$ cat config.mk
export PLATFORM = sky130hd
export DESIGN_NAME = rgb_led_bargraph_frame_loader
export DESIGN_NICKNAME = d
export VERILOG_FILES = /design/src/rtl/rgb_led_bargraph_frame_loader.sv
export SDC_FILE = /design/constraint.sdc
export NUM_CORES = 1
export LEC_CHECK = 0
export BUFFER_PORTS_ARGS = -buffer_cell sky130_fd_sc_hd__buf_4
export CORE_ASPECT_RATIO = 1.75
export CORE_MARGIN = 4
export CORE_UTILIZATION = 56
export CTS_CLUSTER_SIZE = 10
export DETAILED_ROUTE_END_ITERATION = 10
export PLACE_DENSITY = 0.83
export SLEW_MARGIN = 20
export SYNTH_ARGS = -nofsm -noshare
export SYNTH_HDL_FRONTEND = slang
export SYNTH_SLANG_ARGS = --single-unit
$ cat constraint.sdc
create_clock -name clk -period 4 [get_ports clk]
set_input_delay 0.2 -clock clk [delete_from_list [all_inputs] [get_ports clk]]
set_output_delay 0.2 -clock clk [all_outputs]
set_load 0.01 [all_outputs]
$ cat src/rtl/rgb_led_bargraph_frame_loader.sv
// rgb_led_bargraph_frame_loader
//
// Takes a valid/ready pixel byte stream and writes one full frame
// (2**ROW_BITS rows x 2**COL_BITS cols, row-major) into the back half of the
// bargraph driver's display RAM. After the last pixel has been written it
// flips buffer_select. It then waits for the driver to report the same
// buffer on buffer_current before it accepts the next frame. Because of this,
// the driver never scans a half-written frame.
//
// Optional feature: define RGB_LED_BARGRAPH_GAMMA_EN to insert one pipeline
// stage that applies wr_data = (d*(d+1)) >> 8. This makes the write latency
// 2 cycles instead of 1.
//
// Ports
//   clk             in   clock, shared with the driver and its RAM write port
//   rst_n           in   synchronous active-low reset
//   s_valid         in   pixel beat valid
//   s_ready         out  beat accepted when s_valid & s_ready
//   s_sof           in   beat is pixel 0 of a frame
//   s_data[7:0]     in   pixel level
//   wr              out  RAM write strobe
//   wr_addr[8:0]    out  {buffer, row, col}
//   wr_data[7:0]    out  pixel level to the RAM
//   buffer_select   out  buffer the driver should display
//   buffer_current  in   buffer the driver is displaying
//   frame_done      out  1-cycle pulse when a swap is confirmed
//   sync_err        out  1-cycle pulse on a dropped beat or a frame restart
module rgb_led_bargraph_frame_loader #(
  parameter int ROW_BITS = 4,
  parameter int COL_BITS = 4
) (
  input  logic                         clk,
  input  logic                         rst_n,
  input  logic                         s_valid,
  output logic                         s_ready,
  input  logic                         s_sof,
  input  logic [7:0]                   s_data,
  output logic                         wr,
  output logic [ROW_BITS+COL_BITS:0]   wr_addr,
  output logic [7:0]                   wr_data,
  output logic                         buffer_select,
  input  logic                         buffer_current,
  output logic                         frame_done,
  output logic                         sync_err
);

  localparam int PIX_BITS = ROW_BITS + COL_BITS;
  localparam logic [PIX_BITS-1:0] LAST_PIX  = '1;
  localparam logic [PIX_BITS-1:0] FIRST_PIX = '0;
  localparam logic [PIX_BITS-1:0] ONE_PIX   = PIX_BITS'(1);

  typedef enum logic [2:0] {IDLE, FILL, DRAIN, SWAP, WAIT_SWAP} state_t;

  state_t              state_reg, state_next;
  logic [PIX_BITS-1:0] pix_cnt_reg, pix_cnt_next;
  logic                back_reg, back_next;
  logic                s_ready_next;
  logic                buffer_select_next;
  logic                frame_done_next;
  logic                sync_err_next;

  // Write request into the output pipeline (valid in the accepting cycle).
  logic                wr_en;
  logic [PIX_BITS:0]   wr_addr_in;
  // High while a write is still inside the pipeline and not yet on wr.
  logic                pipe_busy;

  logic                accept;
  assign accept = s_valid & s_ready;

  // --------------------------------------------------------------------------
  // State register
  // --------------------------------------------------------------------------
  always_ff @(posedge clk) begin
    if (!rst_n) begin
      state_reg     <= IDLE;
      pix_cnt_reg   <= '0;
      back_reg      <= 1'b0;
      s_ready       <= 1'b0;
      buffer_select <= 1'b0;
      frame_done    <= 1'b0;
      sync_err      <= 1'b0;
    end else begin
      state_reg     <= state_next;
      pix_cnt_reg   <= pix_cnt_next;
      back_reg      <= back_next;
      s_ready       <= s_ready_next;
      buffer_select <= buffer_select_next;
      frame_done    <= frame_done_next;
      sync_err      <= sync_err_next;
    end
  end

  // --------------------------------------------------------------------------
  // Next-state and output logic
  // --------------------------------------------------------------------------
  always_comb begin
    state_next         = state_reg;
    pix_cnt_next       = pix_cnt_reg;
    back_next          = back_reg;
    buffer_select_next = buffer_select;
    frame_done_next    = 1'b0;
    sync_err_next      = 1'b0;
    wr_en              = 1'b0;
    wr_addr_in         = {back_reg, pix_cnt_reg};

    case (state_reg)
      IDLE: begin
        if (accept) begin
          if (s_sof) begin
            // back_reg is not valid yet in this cycle, so the first write
            // addresses the new back buffer directly.
            back_next    = ~buffer_select;
            wr_en        = 1'b1;
            wr_addr_in   = {~buffer_select, FIRST_PIX};
            pix_cnt_next = ONE_PIX;
            state_next   = FILL;
          end else begin
            sync_err_next = 1'b1;
          end
        end
      end

      FILL: begin
        if (accept) begin
          wr_en = 1'b1;
          if (s_sof) begin
            // Restart in the same back buffer. The buffer is not captured
            // again, so a frame never spills into the displayed half.
            wr_addr_in    = {back_reg, FIRST_PIX};
            pix_cnt_next  = ONE_PIX;
            sync_err_next = 1'b1;
          end else begin
            wr_addr_in   = {back_reg, pix_cnt_reg};
            pix_cnt_next = pix_cnt_reg + 1'b1;
            if (pix_cnt_reg == LAST_PIX) begin
              state_next = DRAIN;
            end
          end
        end
      end

      DRAIN: begin
        if (!pipe_busy) begin
          state_next = SWAP;
        end
      end

      SWAP: begin
        buffer_select_next = back_reg;
        state_next         = WAIT_SWAP;
      end

      WAIT_SWAP: begin
        if (buffer_current == buffer_select) begin
          frame_done_next = 1'b1;
          state_next      = IDLE;
        end
      end

      default: state_next = IDLE;
    endcase

    s_ready_next = (state_next == IDLE) || (state_next == FILL);
  end

  // --------------------------------------------------------------------------
  // Write pipeline
  // --------------------------------------------------------------------------
`ifdef RGB_LED_BARGRAPH_GAMMA_EN
  logic              pipe_valid_reg;
  logic [PIX_BITS:0] pipe_addr_reg;
  logic [7:0]        pipe_data_reg;
  logic [15:0]       gamma_prod;

  // 255*256 = 65280 still fits in 16 bits, so the top byte is always exact.
  assign gamma_prod = {8'd0, pipe_data_reg} * ({8'd0, pipe_data_reg} + 16'd1);
  assign pipe_busy  = pipe_valid_reg;

  always_ff @(posedge clk) begin
    if (!rst_n) begin
      pipe_valid_reg <= 1'b0;
      pipe_addr_reg  <= '0;
      pipe_data_reg  <= '0;
      wr             <= 1'b0;
      wr_addr        <= '0;
      wr_data        <= '0;
    end else begin
      pipe_valid_reg <= wr_en;
      if (wr_en) begin
        pipe_addr_reg <= wr_addr_in;
        pipe_data_reg <= s_data;
      end
      wr <= pipe_valid_reg;
      if (pipe_valid_reg) begin
        wr_addr <= pipe_addr_reg;
        wr_data <= 8'(gamma_prod >> 8);
      end
    end
  end
`else
  // With a single stage, the final write is on wr during the first DRAIN cycle.
  assign pipe_busy = 1'b0;

  always_ff @(posedge clk) begin
    if (!rst_n) begin
      wr      <= 1'b0;
      wr_addr <= '0;
      wr_data <= '0;
    end else begin
      wr <= wr_en;
      if (wr_en) begin
        wr_addr <= wr_addr_in;
        wr_data <= s_data;
      end
    end
  end
`endif

endmodule

==> impl_metrics.yaml, run 1 <==
status:
  status: "completed"
worst_setup_path:
  required_ns: 4.15
  cp_num_buf_inv: 0
  ff2ff_path_depth: 3
  cp_max_fo: 33
  crit_arrival_ns: 1.94
  crit_type: "reg2reg"
  crit_family: "compound AO/OA/AOI/OAI gates"
  cp.depth: 3
  slowest_stage: "o21ai_0"
  slowest_delay_ns: 0.67
  startpoint_type: "flop"
  cp_cell_sequence: "nand4bb_4, o21ai_0, a21oi_1"
  endpoint_kind: "flop"
power:
  vdd_ir_drop_max_uv: 280.0
  p_leak_nw: 0.6637
  powerDensity_nw_per_um2: 372.4
yosys:
  synth_warnings: 0
  synthTopCellsByArea: "dfxtp_1 46%, a21oi_1 9.0%, o21ai_0 7.7%"
  synth_edf_count: 0
  synth-seq-cells: 34
  synth.distinct_cells: 37
  synth.top_cell.area_share_pct: 45.56
  syn_area_um2: 1494
  yosysSeqAreaShare_pct: 45.56
  synth_nets: 185
  avgSynthCellArea_um2: 8.736
  async_flop_share_pct: 0
  synth_commonest_cells: "34 x dfxtp_1, 27 x a21oi_1, 23 x o21ai_0"
  synthCells: 171
  synthFlopType: "dfxtp_1"
  synth.most_common_cell: "dfxtp_1"
  synth_top_area_cell: "dfxtp_1"
routing:
  drt-initial-drc-count: 36
  dr.pass1.iters: 4
  routed_wl_um: 3526
  wl_per_cell_um: 15.60
  drc: 0
  via_per_inst: 6.199
  via_count: 1401
  final_antenna_net_count: 0
grt:
  grt_pass1_vias: 1335
  grt_max_degree: 34
  grt_use_total_pct: 21.83
  grt_pass1_wl_um: 5906
  grt-ovfl-total: 0
  antenna_found_initial: 0
place:
  dpl-instance-area_um2: 1718
  dp_hpwl_um: 2502
  place_congestion: 0.8133
  numPortBuffers: 34
finish:
  nNetsFinal: 213
  final_cell_area_um2: 1813
  n_antenna_cell: 0
  fillCellCount: 203
  layout-drive-gt1-share_pct: 23.50
  syn_to_final_growth_pct: 21.36
  largest_register_ffs: 9
sta:
  setup_violations: 0
  fmax_ghz: 0.5572
  rsz0062_at_grt: "false"
  slew_violations: 0
  period_needed_ns: 1.795
  hold_viol: 0
  fin_crit_sh_pct: 44.87
  fin_tns_setup_ns: 0
  worst_slew_pin_slew_ns: 1.006
  maxSlewHeadroom_pct: 32.72
  skew_ns: 0.006456
flow_run:
  maxCapViolations: 0
clock_tree:
  path_clk_slew_ns: 0.07
  clock_tree.buffer_depth: 2
  cts_sinks: 34
  post_cts_buffers: 0
  cts_tree: "built"
  hold_buffers: 0
  clk_latency_ns: 0.29
  cts.repair.resized: 0
  root_buffer: "clkbuf_8"
  htreeDepth: 2
  numCtsBuffers: 5
floorplanning:
  io_pins: 35
  fp.dieArea_um2: 3591
  die_h_um: 76.33
  num_rows: 24
  fp.dieW_um: 47.05
  start_util_pct: 59.23
  coreArea_um2: 2522
min_path:
  hold_path_depth: 3
  min_path_type: "in2reg"
==> power breakdown <==
group / internal [mW] / switching, mW
clock: 0.138 / 0.128
combinational: 0.0240 / 0.0342
sequential: 0.345 / 0.00587
total: 0.507 / 0.168
==> area by class of cell <==
class	instances	area (um2)	area share, %
clock buffers	6	82.58	4.555
flip-flops and latches	34	680.7	37.54
clock inverters	2	12.51	0.6901
multi-input cells	119	730.7	40.30
well taps	26	32.53	1.794
inverters	5	18.77	1.035
repair buffers	34	255.2	14.08
==> cells in the final DEF (no fill, tap or decap), types with 2 or more instances in the layout <==
master / synthesis / routed
mux2i_1: 2 / 2
or4_1: 5 / 5
dfxtp_1: 34 / 34
inv_1: 4 / 4
o31ai_1: 4 / 4
nand2b_1: 3 / 3
nor3b_1: 3 / 3
a21oi_1: 27 / 27
clkbuf_8: 0 / 6
o211ai_1: 2 / 2
buf_4: 0 / 34
nor2_1: 4 / 4
nand3b_1: 4 / 4
o21ai_0: 23 / 23
nand2_1: 3 / 3
nor4_1: 2 / 2
nand3_1: 19 / 19
==> cells by family (layout without fill, tap and decap cells) <==
kind of cell	after synthesis	count (layout)	synth area share, %
adder cells (fa/ha/maj)	1	1	0.8374
buffers and inverters	18	47	5.527
multiplexers	2	2	1.340
XOR/XNOR	1	1	0.5864
AND/OR/NAND/NOR	53	53	23.20
AO/OA/AOI/OAI	62	62	22.95
flip-flops	34	34	45.56
==> through the flow <==
step	total power, mW	instances	utilization, %	setup WS [ns]	hold WS, ns
floorplan	0.3934	171	-	2.542	0.3477
global placement	0.4140	218	68.11	2.347	0.4653
detailed placement	0.4165	218	68.11	2.218	0.4714
CTS	0.6789	226	71.88	2.215	0.1617
global route	0.7025	226	71.88	2.008	0.1648
finish	0.6752	226	71.88	2.205	0.1644
==> path summary, 6_finish.rpt <==
kind / from / end / slack (ns)
max: state_reg[2] / pix_cnt_reg[3] / 2.21
min: s_data[1] / wr_data[1] / 0.16
max reg2reg: state_reg[2] / pix_cnt_reg[3] / 2.21
min reg2reg: wr_data[6] / wr_data[6] / 0.49
==> worst min-delay path, delay by kind of cell <==
family	cells	cell delay, ns
simple gates	1	0.05
buf+inv	1	0.11
compound gates	1	0.05
==> routing by layer <==
layer | vias up | global-route usage (%) | routed length [um]
li1 | 688 | - | -
met1 | 658 | 25.74 | 1378
met2 | 46 | 33.92 | 1864
met3 | 9 | 7.092 | 201
met4 | 0 | 10.53 | 81
met5 | - | 0 | 0
No activity file was read; power rests on OpenSTA's default activity.
==> run 2: changes to the inputs <==
- CORE_UTILIZATION: 56 -> 47
- PLACE_DENSITY: 0.83 -> 0.74
- clock period: 4 -> 1.61 ns (I/O delays scaled with it)
==> run 2 against run 1 <==
Flip-flop and latch count is the same. Hold slack got worse by 0.12 ns. Wire length is 4.3% higher. Critical path type unchanged. Sequential power grew 150%. Critical endpoint is now s_ready. Final cell count increased by 10%. Non-clock buffer count up 7. Die area grew 16%. Via count down 0.93%. Combinational power rose to 2.7 times the previous value. Count of clock-buffer cells in the layout is 1 lower. Global-route usage decreased by 2.7 points.
==> impl_metrics.yaml, run 2 (synthesized netlist as in run 1, its figures left out) <==
status:
  status: "completed"
power:
  clockPowerShare_pct: 43.4
  powerDensity_nw_per_um2: 951.8
  p_leak_nw: 0.7019
  total_power_mw: 1.816
  switching_share_pct: 23.74
  seqPwrFrac_pct: 47.9
  vdd_ir_drop_max_uv: 911.5
  intPower_mw: 1.385
  comb_power_share_pct: 8.7
  p_switching_mw: 0.4312
sta:
  period_needed_ns: 1.516
  hold_slack_ns: 0.04611
  setup_violations: 0
  fmax_ghz: 0.6596
  fin_crit_sh_pct: 94.17
  maxSlewHeadroom_pct: 57.85
  slew_violations: 0
  fin_tns_setup_ns: 0
  rsz0062_at_grt: "false"
  skew_ns: 0.004588
  worst_slew_pin_slew_ns: 0.6316
  hold_viol: 0
grt:
  antenna_found_initial: 0
  grt_use_total_pct: 19.11
  grt_pass1_wl_um: 6141
  grt-ovfl-total: 0
  grt_pass1_vias: 1363
  grt_max_degree: 22
finish:
  mostFrequentLayoutCells: "41 x buf_4, 33 x dfxtp_1, 27 x a21oi_1, 22 x o21ai_0, 19 x nand3_1"
  multi_input_area_um2: 733.2
  layout-drive-gt1-share_pct: 27.05
  fillCellCount: 287
  n_antenna_cell: 0
  nNetsFinal: 220
  largest_register_ffs: 9
  syn_to_final_growth_pct: 27.72
  final_core_util_pct: 63.75
  final_cell_area_um2: 1908
  regArea_um2: 681.9
  mostFrequentLayoutCell: "buf_4"
routing:
  final_antenna_net_count: 0
  via_per_inst: 5.574
  dr.pass1.iters: 4
  drc: 0
  routed_wl_um: 3679
  via_count: 1388
  drt-initial-drc-count: 55
  wl_per_cell_um: 14.78
worst_setup_path:
  slowest_delay_ns: 0.44
  required_ns: 1.79
  crit_type: "reg2reg"
  cp_cell_sequence: "ha_1, nand3b_1, or4_1, o311a_1"
  endpoint_kind: "flop"
  slowest_stage: "or4_1"
  startpoint_type: "flop"
  crit_arrival_ns: 1.69
  cp_max_fo: 4
floorplanning:
  fp.dieArea_um2: 4180
  start_util_pct: 49.92
  num_rows: 26
  coreArea_um2: 2993
  fp.dieW_um: 50.62
  io_pins: 35
  die_h_um: 82.58
clock_tree:
  hold_buffers: 0
  htreeDepth: 2
  clock_tree.buffer_depth: 2
  clk_latency_ns: 0.29
  path_clk_slew_ns: 0.08
  cts_sinks: 34
  numCtsBuffers: 5
  root_buffer: "clkbuf_8"
  cts_tree: "built"
place:
  dp_hpwl_um: 2639
  dpl-instance-area_um2: 1790
  numPortBuffers: 34
  place_congestion: 0.7591
flow_run:
  maxCapViolations: 0
min_path:
  min_path_type: "in2reg"
## run 2: changes by cell type in the layout (fill, tap and decap cells not counted), sizes merged
cell	before	now
clkbuf	6	5
buf	34	41
clkinv	2	1
bufinv	0	1
clkinvlp	1	2
## run 2: cell type report
class	count	area share [%]
flip-flops and latches	34	35.74
well taps	42	2.754
clock buffers	5	3.607
multi-input cells	119	38.43
clock inverters	3	2.361
repair buffers	41	16.13
inverters	5	0.9836
## run 2: repair_timing
action                                  CTS  global route
gates cloned                              0             0
pin swaps                                 0             0
endpoints found under the setup margin    3             3
setup buffers                             0             0
gates resized for setup                   1             2
## run 2: path summary, 6_finish.rpt
| check | slack (ns) | startpoint | end | cells past startpoint |
|---|---|---|---|---|
| worst min-delay path | 0.05 | s_data[7] | wr_data[7] | 3 |
| worst max-delay path | 0.09 | pix_cnt_reg[0] | s_ready | 4 |
| worst min register to register | 0.48 | wr_data[4] | wr_data[4] | 2 |
| worst max register to register | 0.09 | pix_cnt_reg[0] | s_ready | 4 |
## run 2: metrics by stage
| step | setup slack, ns | cells |
|---|---|---|
| floorplan | 0.1519 | 171 |
| global placement | 0.09696 | 241 |
| detailed placement | 0.008917 | 241 |
| CTS | 0.07726 | 249 |
| global route | 0.004868 | 249 |
| finish | 0.09393 | 249 |
## run 2: per-layer routing
layer / routed length [um] / global-route usage (%) / share of wire (%) / vias to the layer above
li1: - / - / - / 696
met2: 2043 / 35.21 / 56 / 35
met5: 0 / 0 / 0 / -
met3: 157 / 3.950 / 4.3 / 7
met4: 58 / 7.278 / 1.6 / 0
met1: 1420 / 21.25 / 39 / 650
## run 2: power by group through the flow
stage	Combinational (mW)	Clock, mW	Sequential, mW
4_1_cts	0.159	0.802	0.869
3_3_place_gp	0.152	0	0.887
2_1_floorplan	0.0862	0	0.891
5_1_grt	0.174	0.837	0.871
3_5_place_dp	0.158	0	0.888
6_report	0.158	0.789	0.869
## run 2: critical path: cells and delay by family, from the launching register on
kind	cells	cell delay (ns)
compound gates	1	0.30
fa+ha+maj	1	0.19
flops	1	0.38
simple gates	2	0.53
